==> src/rtl/lcd_pkg.sv <==
// Shared LCD-controller definitions: poller state encoding and display-slot field widths.
package lcd_pkg;

  localparam int SLOT_W  = 6;
  localparam int NAME_W  = 40;
  localparam int VALUE_W = 32;

  typedef enum logic [1:0] {
    IDLE  = 2'd0,
    ISSUE = 2'd1,
    EMIT  = 2'd2,
    NEXT  = 2'd3
  } poll_state_t;

  // One captured display slot as handed to the text renderer.
  typedef struct packed {
    logic [SLOT_W-1:0]  slot;
    logic [NAME_W-1:0]  name;
    logic [VALUE_W-1:0] value;
  } slot_rec_t;

endpackage

==> src/rtl/poll_refresh_timer.sv <==
// Sweep scheduler for display_poller: idle down-counter reloaded at sweep end, plus a latch
// that remembers force requests arriving mid-sweep. o_expire is combinational, valid in idle only.
module poll_refresh_timer
  import lcd_pkg::*;
#(
  parameter int REFRESH_CYCLES = 100000
) (
  input  logic i_clk,
  input  logic i_rst,
  input  logic i_idle,
  input  logic i_start,
  input  logic i_load,
  input  logic i_force,
  output logic o_expire
);

  localparam int TW = $clog2(REFRESH_CYCLES + 1);

  logic [TW-1:0] r_timer;
  logic          r_pending;
  logic          w_timer_zero;

  assign w_timer_zero = (r_timer == '0);

  always_ff @(posedge i_clk or posedge i_rst) begin
    if (i_rst) begin
      r_timer <= '0;
    end else if (i_load) begin
      r_timer <= TW'(REFRESH_CYCLES);
    end else if (i_idle && !w_timer_zero) begin
      r_timer <= r_timer - TW'(1);
    end
  end

  // Requests seen in idle start a sweep directly, so only mid-sweep pulses need latching.
  always_ff @(posedge i_clk or posedge i_rst) begin
    if (i_rst) begin
      r_pending <= 1'b0;
    end else if (i_start) begin
      r_pending <= 1'b0;
    end else if (i_force && !i_idle) begin
      r_pending <= 1'b1;
    end
  end

  assign o_expire = i_idle && (w_timer_zero || r_pending || i_force);

endmodule

==> src/rtl/display_poller.sv <==
// Display-slot poller: sweeps slots 1..NUM_SLOTS, waits SETTLE cycles per slot for the registered
// responder, and forwards valid slots over a valid/ready record stream (stall holds the record).
module display_poller
  import lcd_pkg::*;
#(
  parameter int NUM_SLOTS      = 44,
  parameter int SETTLE         = 2,
  parameter int REFRESH_CYCLES = 100000
) (
  input  logic               clk,
  input  logic               reset,
  input  logic               force_refresh,
  output logic [SLOT_W-1:0]  display_number,
  input  logic               display_valid,
  input  logic [NAME_W-1:0]  display_name,
  input  logic [VALUE_W-1:0] display_value,
  output logic               rec_valid,
  input  logic               rec_ready,
  output logic [SLOT_W-1:0]  rec_slot,
  output logic [NAME_W-1:0]  rec_name,
  output logic [VALUE_W-1:0] rec_value,
  output logic               sweep_done,
  output logic [15:0]        sweep_cnt,
  output logic               busy
);

  localparam int                SW          = $clog2(SETTLE + 1);
  localparam logic [SW-1:0]     SETTLE_LAST = SW'(SETTLE - 1);
  localparam logic [SLOT_W-1:0] LAST_SLOT   = SLOT_W'(NUM_SLOTS);

  poll_state_t       r_state;
  poll_state_t       w_state_nxt;
  logic [SLOT_W-1:0] r_slot;
  logic [SLOT_W-1:0] r_disp;
  logic [SW-1:0]     r_settle;
  slot_rec_t         r_rec;
  logic              r_rec_valid;
  logic              r_sweep_done;
  logic [15:0]       r_sweep_cnt;

  logic w_expire;
  logic w_start;
  logic w_capture;
  logic w_handshake;
  logic w_advance;
  logic w_wrap;

  poll_refresh_timer #(
    .REFRESH_CYCLES(REFRESH_CYCLES)
  ) u_timer (
    .i_clk    (clk),
    .i_rst    (reset),
    .i_idle   (r_state == IDLE),
    .i_start  (w_start),
    .i_load   (w_wrap),
    .i_force  (force_refresh),
    .o_expire (w_expire)
  );

  always_ff @(posedge clk or posedge reset) begin
    if (reset) begin
      r_state <= IDLE;
    end else begin
      r_state <= w_state_nxt;
    end
  end

  always_comb begin
    w_state_nxt = r_state;
    w_start     = 1'b0;
    w_capture   = 1'b0;
    w_handshake = 1'b0;
    w_advance   = 1'b0;
    w_wrap      = 1'b0;
    case (r_state)
      IDLE: begin
        if (w_expire) begin
          w_start     = 1'b1;
          w_state_nxt = ISSUE;
        end
      end
      ISSUE: begin
        if (r_settle == SETTLE_LAST) begin
          w_capture   = 1'b1;
          w_state_nxt = display_valid ? EMIT : NEXT;
        end
      end
      EMIT: begin
        if (rec_ready) begin
          w_handshake = 1'b1;
          w_state_nxt = NEXT;
        end
      end
      NEXT: begin
        if (r_slot == LAST_SLOT) begin
          w_wrap      = 1'b1;
          w_state_nxt = IDLE;
        end else begin
          w_advance   = 1'b1;
          w_state_nxt = ISSUE;
        end
      end
      default: w_state_nxt = IDLE;
    endcase
  end

  // Slot pointer and the registered request driven to the responder.
  always_ff @(posedge clk or posedge reset) begin
    if (reset) begin
      r_slot   <= '0;
      r_disp   <= '0;
      r_settle <= '0;
    end else begin
      if (w_start) begin
        r_slot <= SLOT_W'(1);
        r_disp <= SLOT_W'(1);
      end else if (w_advance) begin
        r_slot <= r_slot + SLOT_W'(1);
        r_disp <= r_slot + SLOT_W'(1);
      end else if (w_wrap) begin
        r_disp <= '0;
      end

      if (w_start || w_advance) begin
        r_settle <= '0;
      end else if (r_state == ISSUE) begin
        r_settle <= r_settle + SW'(1);
      end
    end
  end

  // Record capture; fields are frozen from capture until the renderer takes them.
  always_ff @(posedge clk or posedge reset) begin
    if (reset) begin
      r_rec       <= '0;
      r_rec_valid <= 1'b0;
    end else if (w_capture) begin
      r_rec.slot  <= r_slot;
      r_rec.name  <= display_name;
      r_rec.value <= display_value;
      r_rec_valid <= display_valid;
    end else if (w_handshake) begin
      r_rec_valid <= 1'b0;
    end
  end

  always_ff @(posedge clk or posedge reset) begin
    if (reset) begin
      r_sweep_done <= 1'b0;
      r_sweep_cnt  <= '0;
    end else begin
      r_sweep_done <= w_wrap;
      if (w_wrap) begin
        r_sweep_cnt <= r_sweep_cnt + 16'd1;
      end
    end
  end

  assign display_number = r_disp;
  assign rec_valid      = r_rec_valid;
  assign rec_slot       = r_rec.slot;
  assign rec_name       = r_rec.name;
  assign rec_value      = r_rec.value;
  assign sweep_done     = r_sweep_done;
  assign sweep_cnt      = r_sweep_cnt;
  assign busy           = (r_state != IDLE);

  a_disp_range: assert property (@(posedge clk) disable iff (reset)
    display_number <= LAST_SLOT);
  a_rec_hold: assert property (@(posedge clk) disable iff (reset)
    rec_valid && !rec_ready |=> rec_valid && $stable(r_rec));
  a_done_pulse: assert property (@(posedge clk) disable iff (reset)
    sweep_done |=> !sweep_done);

endmodule

==> config.mk <==
export PLATFORM = sky130hd
export DESIGN_NAME = display_poller
export DESIGN_NICKNAME = d
export VERILOG_FILES = /design/src/rtl/lcd_pkg.sv /design/src/rtl/poll_refresh_timer.sv /design/src/rtl/display_poller.sv
export SDC_FILE = /design/constraint.sdc
export NUM_CORES = 1
export LEC_CHECK = 0
export CORE_ASPECT_RATIO = 1.2
export CORE_MARGIN = 2
export CORE_UTILIZATION = 55
export CTS_BUF_LIST = sky130_fd_sc_hd__clkbuf_4 sky130_fd_sc_hd__clkbuf_8 sky130_fd_sc_hd__clkbuf_16
export DETAILED_ROUTE_END_ITERATION = 12
export DONT_BUFFER_PORTS = 1
export HOLD_SLACK_MARGIN = 0.05
export PLACE_DENSITY = 0.7
export SLEW_MARGIN = 20
export SYNTH_ARGS = -nofsm -noshare
export SYNTH_HDL_FRONTEND = slang
export SYNTH_SLANG_ARGS = --single-unit
==> constraint.sdc <==
create_clock -name clk -period 6.1 [get_ports clk]
set_input_delay 0.61 -clock clk [delete_from_list [all_inputs] [get_ports clk]]
set_output_delay 0.61 -clock clk [all_outputs]
set_load 0.01 [all_outputs]
Word level (Yosys, flattened, before mapping):

Index checks and enable logic that the tools add are counted.

* add/subtract/negate cells: 4
* eq/ne operators: 8
* multiplexer cells: 29
* reductions and logical operators: 18

Operators with widths (count)
* $mux 17: 2
* $mux 6: 5
* $logic_not 17->1: 1
* $sub 17x1->17 const B: 1
* $add 16x1->16 const B: 1
* $mux 1: 16
* $reduce_bool 2->1: 6
* $mux 2: 5
* $pmux 2 s4: 1
* $add 6x1->6 const B: 1
* $eq 6x6->1 const B: 1
* $ne 2x2->1 const B: 3
* $eq 2x1->1 const B: 2
* $eq 2x2->1 const B: 2
* $logic_and 1x1->1: 3
* $logic_or 1x1->1: 3
* $reduce_and 3->1: 1
* $reduce_bool 3->1: 1
* $add 2x1->2 const B: 1
* $logic_not 1->1: 2
* $logic_not 2->1: 1

* register bits: 130
* output and inout port bits: 103

Longest topological paths before layout:

* depth in word-level cells: 8
* depth in mapped cells: 9
* gate-level depth less buffers: 7

By module:

A second synthesis with hierarchy kept.

* cells, all modules: 430
* area, all modules: 5585.4 sq um

Modules (own cells, without submodules)
* display_poller: times used 1, cells each 327, area an instance 4601.9 sq um
* poll_refresh_timer: times used 1, cells each 103, area an instance 983.4 sq um

Worst setup path after synthesis:

Ideal clock, no wire load.

* kind: reg2reg
* start: register u_timer.r_timer[0]
* end: register r_state[1]
* library setup time: 0.125 ns
* arrival time: 2.305 ns
* required time: 5.975 ns
* path slack: 3.670 ns
* stages on the path, launching flop included: 8
* path buffers: 1
* period minus slack after synthesis: 2.430 ns
* cells stage by stage: dfrtp_1 -> inv_1 -> ha_1 -> or4b_2 -> or4_4 -> buf_6 -> a31oi_4 -> mux2_4

* longest elaborated chain between the ends: 6

RTL lines
* start, declared: RTL line poll_refresh_timer.sv:19 `logic [TW-1:0] r_timer;`
* start signal, assigned: RTL line poll_refresh_timer.sv:29 `r_timer <= TW'(REFRESH_CYCLES);`
* start signal, assigned: RTL line poll_refresh_timer.sv:31 `r_timer <= r_timer - TW'(1);`
* $logic_not 17->1: RTL line poll_refresh_timer.sv:23 `assign w_timer_zero = (r_timer == '0);`
* $logic_or 1x1->1 (2 in a row): RTL line poll_refresh_timer.sv:46 `assign o_expire = i_idle && (w_timer_zero || r_pending || i_force);`
* $logic_and 1x1->1: RTL line poll_refresh_timer.sv:46
* $ne 2x2->1 (no source line)
* $reduce_and 3->1 (no source line)
* end signal, assigned: RTL line display_poller.sv:64 `r_state <= w_state_nxt;`
* end, declared: RTL line display_poller.sv:31 `poll_state_t r_state;`

No other way between the ends.
A chain may end at the register's enable or synchronous reset.

Worst setup path after layout:

* start: register u_timer.r_timer[0]
* end: register u_timer.r_timer[2]

* longest elaborated chain between the ends: 4
* elaborated cells on any way between the ends: 7

RTL lines
* parallel branches: the longest is 4 deep, another holds $sub 17x1->17

Parallel ways; which one is timed is not known. The select of a mux whose other input is x is not followed.

==> results.toml <==
[logic_synthesis]
synth_nets = 530
avgSynthCellArea_um2 = 12.6
syn_area_mm2 = 0.00559
synth_area_leaders = "dfrtp_1 (58%), mux2_2 (15%), xnor2_1 (3.0%)"
ys_seq_elements = 130
synth-xor-area-share_pct = 3.29
synthMuxAreaShare_pct = 15.9
synth_most_common_cell = "dfrtp_1"
synth_edf_count = 0
synthFlopType = "dfrtp_1"
synthCells = 443
yosys.area_share.adder_pct = 2.24
synth_top_family_by_area = "multiplexers"
async_reset_ff_share_pct = 100
ys_top_cells_by_count = "dfrtp_1 (130), mux2_2 (75), nand2_1 (27)"
synth_warnings = 0
synth_top_cell_by_area = "dfrtp_1"
yosysSeqAreaShare_pct = 58.2
synth-compound-area-share_pct = 5.71
synth-simple-area-share_pct = 11.8
ys_types = 50
synthDominantCellAreaShare_pct = 58.2

[clock_network]
cts_root_buf = "clkbuf_16"
clk_pin_slew_ps = 50
cts_tree = "done"
cts.htree.levels = 4
ctsResizeCount = 0
cts_sinks = 130
cts_max_path_buffers = 2
clk_latency_ps = 400
hold_buffers = 0
postCtsSetupBuffers = 0
cts_buffers = 17

[global_route]
grt.total_usage_pct = 19.8
grt_first_pass_wirelength_mm = 16.6
grt_pass1_vias = 3242
grt_start_max_net_pins = 86
gr-total-overflow = 0
grt_antenna_before_repair = 0

[floorplan]
initial_core_util_pct = 56.1
fp-row-count = 40
io_pins = 180
dieArea_mm2 = 0.0110
die_w_um = 96.0
core_mm2 = 0.00996
chipHeight_um = 114

[timing]
rsz0062_at_grt = "false"
fin_worst_skew_ps = 6.57
slew_headroom_pct = 28.6
setup_violations = 0
tightest_slew_ps = 1060
setup_tns_ps = 0
drv_slew = 0
finalCriticalPeriod_ps = 2620
finalCritPeriodShare_pct = 43.0
fmax_ghz = 0.382
hold_viol = 0
setup_ws_ps = 3480

[detailed_routing]
wl_met1_mm = 4.23
wl_per_cell_um = 18.9
drt_pass1_iterations = 4
drc = 0
wl_mm = 10.9
num_vias = 3335
routed.top_layer = "met4"
wl_met3_um = 956
drtIter0Drc = 96
wl_met2_mm = 5.63
postRouteAntennaNets = 0
viasPerCell = 5.79

[finish]
nFillCells = 781
area_growth_pct = 11.6
layout-drive-gt1-share_pct = 27.3
fin_cells = 576
final_util_pct = 62.6
antennaDiodeCount = 0
fin_nets = 526

[power_and_ir_drop]
power.leakage_nw = 2.80
ir_drop_v = 0.000235
power.density_mw_per_mm2 = 532

[critical_path]
regToRegEndpoint = "u_timer.r_timer[2]"
ff2ff_setup_slack_ps = 3480
worst-path-max-fanout = 8
critPathKind = "reg2reg"
setup.worst_path.start_class = "register"
endpoint_kind = "register"
r2r_cells = 6
r2r-start = "u_timer.r_timer[0]"
cp-startpoint = "u_timer.r_timer[0]"
crit_path_end = "u_timer.r_timer[2]"
critPathRequiredTime_ps = 6420
worstPathArrival_ps = 2940

[placement]
place_hpwl_mm = 7.92
portBuffers = 0
gp_congestion = 0.812
numPlacedInstances = 546
pre_cts_slack_ps = 3490

[hold_path]
hp-class = "in2async"

[flow_run]
drv_cap = 0

[run_status]
status = "finished, final reports clean"
[critical path, cell delays in order, from the launching register on]
cell and delay, ps:
dfrtp_1 400, inv_1 110, ha_1 200, or4b_2 630, nor4_1 830, o21ai_0 220
a21oi_1 170
[cell families after synthesis]
kind of cell | count (synthesis)
buffers and inverters | 38
and+or+nand+nor | 118
muxes | 79
adders and majority gates | 10
DFF | 130
AOI/OAI and AO/OA | 47
xor gates and xnor gates | 21
[cell type report]
cell class	count	area [um2]	area share (%)
Clock buffer	21	462	7.40
Tap cell	126	158	2.53
Timing Repair Buffer	1	11.3	0.181
Inverter	14	55.1	0.882
Multi-Input combinational cell	275	2190	35.1
Sequential cell	130	3250	52.1
Clock inverter	9	110	1.76
[routing by layer]
metal	vias up	GRT usage [%]
met5	-	0
li1	1583	-
met1	1627	23.1
met3	7	7.83
met2	118	33.2
met4	0	6.29
[sequential cells by signal, summed over array words and instances, names as in the netlist, 2 cells and up]
signal	cells
u_timer.r_timer	17
r_slot	6
rec_name	40
r_settle	2
sweep_cnt	16
rec_slot	6
rec_value	32
display_number	6
r_state	2
[layout by cell type (no fill, tap or decap), drive strengths merged, types with 2 or more instances in the layout]
cell type  netlist  layout
nand3           16      16
mux2            76      76
nand4            7       7
dfrtp          130     130
xor2             2       2
clkbuf          21      21
a211o            3       3
bufinv           0       2
mux2i            3       3
or3              5       5
inv             14      14
a211oi           3       3
ha              10      10
a311oi           2       2
or4              9       9
a31oi            3       3
a21oi           16      16
clkinv           0       4
nand2           27      27
nor4            10      10
and3             3       3
clkinvlp         0       3
or4b             2       2
o31ai            2       2
nor3            11      11
xnor2           19      19
and4             5       5
nand2b           4       4
o21ai           10      10
nor2            14      14
a22oi            2       2
[stage by stage]
stage	hold slack, ps	total power [mW]	instance area, um2
finish	121	3.32	6240
global route	171	3.52	6240
CTS	133	3.36	6230
detailed placement	515	2.38	5660
global placement	511	2.33	5660
floorplan	489	2.19	5590
[worst min-delay path by stage]
| stage | start | endpoint | slack, ps | cells after the start |
|---|---|---|---|---|
| 6_report | reset | rec_value[8] | 120 | 1 |
| 5_1_grt | reset | rec_value[9] | 170 | 1 |
| 4_1_cts | reset | rec_value[8] | 130 | 1 |
| 3_5_place_dp | u_timer.r_timer[16] | u_timer.r_timer[16] | 510 | 1 |
| 3_3_place_gp | u_timer.r_timer[16] | u_timer.r_timer[16] | 510 | 1 |
| 2_1_floorplan | u_timer.r_timer[16] | u_timer.r_timer[16] | 490 | 1 |
[where the power goes]
part	total (mW)	internal, mW	switching, mW	leakage [nW]
sequential	1.54	1.18	0.359	1.63
combinational	0.819	0.407	0.412	0.899
clock	0.964	0.620	0.345	0.275
total	3.32	2.20	1.12	2.80
No activity file was read; power rests on OpenSTA's default activity.
